$ cat src/rtl/dccm_arbiter.sv
// DCCM arbiter: fixed core priority with optional DMA starvation guard.
// Build with DCCM_ARB_STARVE_EN defined to enable the forced DMA grant.
module dccm_arbiter #(
  parameter int AW       = 14,
  parameter int DW       = 32,
  parameter int MAX_WAIT = 4
) (
  input  logic            clk,
  input  logic            rst_n,
  input  logic            c_req_valid,
  output logic            c_req_ready,
  input  logic            c_req_we,
  input  logic [DW/8-1:0] c_req_wstrb,
  input  logic [AW-1:0]   c_req_addr,
  input  logic [DW-1:0]   c_req_wdata,
  output logic            c_rsp_valid,
  output logic [DW-1:0]   c_rsp_rdata,
  input  logic            d_req_valid,
  output logic            d_req_ready,
  input  logic            d_req_we,
  input  logic [DW/8-1:0] d_req_wstrb,
  input  logic [AW-1:0]   d_req_addr,
  input  logic [DW-1:0]   d_req_wdata,
  output logic            d_rsp_valid,
  output logic [DW-1:0]   d_rsp_rdata,
  output logic            ram_cs,
  output logic            ram_we,
  output logic [DW/8-1:0] ram_wstrb,
  output logic [AW-1:0]   ram_addr,
  output logic [DW-1:0]   ram_wdata,
  input  logic [DW-1:0]   ram_rdata
);

  localparam int CW = $clog2(MAX_WAIT + 1);

  logic gnt_c;
  logic gnt_d;
  logic force_d;
  logic pend_c;
  logic pend_d;

`ifdef DCCM_ARB_STARVE_EN
  logic [CW-1:0] wait_cnt;

  assign force_d = (wait_cnt == CW'(MAX_WAIT));

  always_ff @(posedge clk or negedge rst_n) begin
    if (!rst_n) begin
      wait_cnt <= '0;
    end else if (gnt_d || !d_req_valid) begin
      wait_cnt <= '0;
    end else if (gnt_c && !force_d) begin
      wait_cnt <= wait_cnt + 1'b1;
    end
  end
`else
  assign force_d = 1'b0;
`endif

  // No SRAM access is granted while reset is asserted.
  assign gnt_d = rst_n & d_req_valid
               & (~c_req_valid | force_d);
  assign gnt_c = rst_n & c_req_valid & ~gnt_d;

  assign c_req_ready = gnt_c;
  assign d_req_ready = gnt_d;

  always_comb begin
    ram_cs    = 1'b0;
    ram_we    = 1'b0;
    ram_wstrb = '0;
    ram_addr  = '0;
    ram_wdata = '0;
    unique case (1'b1)
      gnt_c: begin
        ram_cs    = 1'b1;
        ram_we    = c_req_we;
        ram_wstrb = c_req_we ? c_req_wstrb : '0;
        ram_addr  = c_req_addr;
        ram_wdata = c_req_wdata;
      end
      gnt_d: begin
        ram_cs    = 1'b1;
        ram_we    = d_req_we;
        ram_wstrb = d_req_we ? d_req_wstrb : '0;
        ram_addr  = d_req_addr;
        ram_wdata = d_req_wdata;
      end
      default: ;
    endcase
  end

  always_ff @(posedge clk or negedge rst_n) begin
    if (!rst_n) begin
      pend_c <= 1'b0;
      pend_d <= 1'b0;
    end else begin
      pend_c <= gnt_c & ~c_req_we;
      pend_d <= gnt_d & ~d_req_we;
    end
  end

  assign c_rsp_valid = pend_c;
  assign d_rsp_valid = pend_d;
  assign c_rsp_rdata = pend_c ? ram_rdata : '0;
  assign d_rsp_rdata = pend_d ? ram_rdata : '0;

endmodule

$ cat config.mk
export PLATFORM = sky130hd
export DESIGN_NAME = dccm_arbiter
export DESIGN_NICKNAME = d
export VERILOG_FILES = /design/src/rtl/dccm_arbiter.sv
export SDC_FILE = /design/constraint.sdc
export NUM_CORES = 1
export LEC_CHECK = 0
export BUFFER_PORTS_ARGS = -buffer_cell sky130_fd_sc_hd__buf_2
export CORE_AREA = 5 5 96 98
export DETAILED_ROUTE_END_ITERATION = 8
export DIE_AREA = 0 0 101 103
export REMOVE_ABC_BUFFERS = 1
export SYNTH_ARGS = -nofsm -noshare
export SYNTH_HDL_FRONTEND = slang
export SYNTH_SLANG_ARGS = --single-unit
export TNS_END_PERCENT = 10
$ cat constraint.sdc
create_clock -name clk -period 0.8 [get_ports clk]
set_input_delay 0.04 -clock clk [delete_from_list [all_inputs] [get_ports clk]]
set_output_delay 0.04 -clock clk [all_outputs]
set_load 0.01 [all_outputs]
==> metrics.md <==
| Metric | Value |
|---|---|
| IO Pins | `approximately 260` |
| Top-area cell type share of the netlist area | `0.384` |
| Synth area leader | `and2_1` |
| GPL Wtd Cong | `about 0.75` |
| Die area | `10400 um2` |
| CP max FO | `33` |
| Main combinational cell family by area after synthesis | `compound AO/OA/AOI/OAI gates` |
| Crit. End Element | `output port` |
| Max_cap viols | `0` |
| Top cells by area, synth | `and2_1 (38%), a22o_1 (38%), buf_6 (6.4%)` |
| Worst Max-Slew Pin Slew | `0.221 ns` |
| Worst rel slew slack | `0.852` |
| Die Y | `103 um` |
| Synthesized flop and latch total | `2` |
| Post-synth top flop | `dfrtp_1` |
| Synth cell count leaders | `and2_1 (65), a22o_1 (46), clkbuf_1 (7), buf_6 (6), a32o_1 (4)` |
| Crit path buf inv count | `2` |
| Via/cell ratio | `about 4.3` |
| Avg Inst Size Synth | `between 7 and 8 um2` |
| Max stage delay on crit path | `roughly 0.38 ns` |
| Post-synthesis simple-gate area fraction | `0.410` |
| Post-synthesis sequential area ratio | `0.0473` |
| Slew Limit Fails | `0` |
| Fin cells | `~500` |
| Distinct cells, synth | `13` |
| Area grow syn2layout | `151%` |
| Final WS setup | `-0.300 ns` |
| Vias in the first global route | `about 2.0k` |
| Gr usage total | `0.120` |
| Status | `finished with violations` |
| Post-route minimum period | `between 1 and 1.5 ns` |
| Starting Density | `0.126` |
| Slowest cell on crit path | `dfrtp_1` |
| Largest net degree at the start of global routing | `54` |
| TritonCTS clock tree | `done` |
| Mux cell area share after synthesis | `0` |
| Share of layout cells above drive strength 1 | `0.696` |
| Post-synth EDFFs | `0` |
| Fillers | `~900` |
| Fmax | `just over 900 MHz` |
| Compound-cell area share of the yosys netlist | `0.433` |
| WL/cell | `between 10 and 15 um` |
| Port Buf Inserts | `around 260` |
| Failing checks | `negative setup slack` |
| Placed insts | `494` |
| Ys async rst share | `1.00` |
| H-tree levels | `1` |
| Initial DRC Count | `39` |
| Crit Path Category | `register to output port` |
| Rows | `34` |
| Mapped Area | `between 1000 and 1500 um2` |
| Worst EP arrival | `1.06 ns` |
| Post-synthesis cell count | `140` |
| Place WS | `-0.304 ns` |
| Nets | `between 500 and 600` |
| P per Cell Area | `around 620 nW/um2` |
| Xor/xnor share of the synthesized area | `0` |
| Tcrit/Tclk final | `1.38` |
| Worst Path Required | `approximately 0.76 ns` |
| Final ANT Viol Nets | `0` |
| CP Cell Sequence | `buf_12 -> and2_1 -> buf_2` |
| DR pass1 iterations | `4` |
| TritonCTS Buffers | `3` |
| Clock transition at path regs | `0.03 ns` |
| Die Wd | `slightly above 100 um` |
| RSZ-0062 raised after global routing | `true` |
| Initial antenna violation count | `1` |
| First-pass GRT wire length | `~10000 um` |
| Clock sink count | `2` |
| Cell chosen for the clock root | `clkbuf_8` |
| DRC Markers | `0` |
| Startpoint types | `register` |
| Hold Path Class | `input pin to register` |
| Core ar. | `approximately 8400 um2` |
| YS warnings | `0` |
| Ant. Diodes | `0` |
| Final wirelength | `~7400 um` |
| Synth Area in Adders | `0` |
| Leak pwr | `~1.7 nW` |
| CTS max path bufs | `2` |
| Gr ovfl total | `0` |
| Setup-failing EPs final | `roughly 120` |
| Post-CTS setup buffer count | `0` |
| Final Hold Viols | `0` |
| Maximum VDD drop | `approximately 0.00029 V` |
| Vias | `2124` |
| Largest delay share family, worst path | `flip-flops` |
| Count leader, synth | `and2_1` |
-- through the flow --
step | hold slack [ns] | power [mW] | instance area, um2 | TNS (ns) | utilization
detailed placement | -0.0442 | 1.19 | 2460 | -14.61 | 0.294
global route | 0.0749 | 1.76 | 2650 | -32.00 | 0.317
CTS | 0.0654 | 1.64 | 2590 | -26.96 | 0.309
finish | 0.0704 | 1.64 | 2650 | -27.53 | 0.317
floorplan | -0.256 | 0.497 | 942 | -46.16 | -
global placement | -0.0570 | 1.18 | 2460 | -13.12 | 0.294
-- layout make-up --
type	instances	area (um2)	share of cell area
flip-flops and latches	2	50.0	0.0189
repair buffers	265	1520	0.573
clock buffers	3	41.3	0.0156
multi-input cells	121	906	0.342
well taps	108	135	0.0509
-- kinds of logic after synthesis --
group                  after synthesis
and+or+nand+nor                     69
AOI/OAI and AO/OA                   52
buffers and inverters               17
DFF                                  2
-- path summary, 6_finish.rpt --
path	startpoint	end	slack [ns]	cells after the start
max	c_rsp_valid	c_rsp_rdata[25]	-0.30	3
min	d_req_we	d_rsp_valid	0.07	2
max in group asynchronous	rst_n	c_rsp_valid	0.46	3
min in group asynchronous	rst_n	d_rsp_valid	0.25	3
-- power breakdown --
group / internal, mW / switching, mW
registers: 0.105 / 0.00250
logic: 0.625 / 0.510
clock network: 0.318 / 0.0747
total: 1.05 / 0.587
-- routing by layer --
| metal | vias to the layer above | wire (um) | global-route usage |
|---|---|---|---|
| met5 | - | 13 | 0 |
| met2 | 174 | 3730 | 0.221 |
| met4 | 2 | 135 | 0.0409 |
| met3 | 14 | 1180 | 0.0433 |
| li1 | 1015 | - | - |
| met1 | 919 | 2380 | 0.128 |
-- cell usage in the layout (no fill, tap or decap) --
master	count
o21a_1	1
nor2b_1	2
buf_6	17
dfrtp_1	2
clkbuf_8	3
a21o_1	1
and3b_2	1
buf_12	4
buf_8	1
buf_4	3
and2_1	60
a22o_1	46
dlygate4sd3_1	2
buf_2	238
a32o_1	4
and2_4	5
and3_1	1
-- timing repair --
action | CTS | global route
setup endpoints to repair | 118 | 118
hold buffers | 2 | 0
pin swaps | 51 | 31
endpoints found under the hold margin | 3 | 0
gates resized for setup | 19 | 12
-- registers in the layout (all words and copies together), names as in the netlist --
register and count:
c_rsp_valid 1, d_rsp_valid 1
Power figures use the tool's default switching activity.
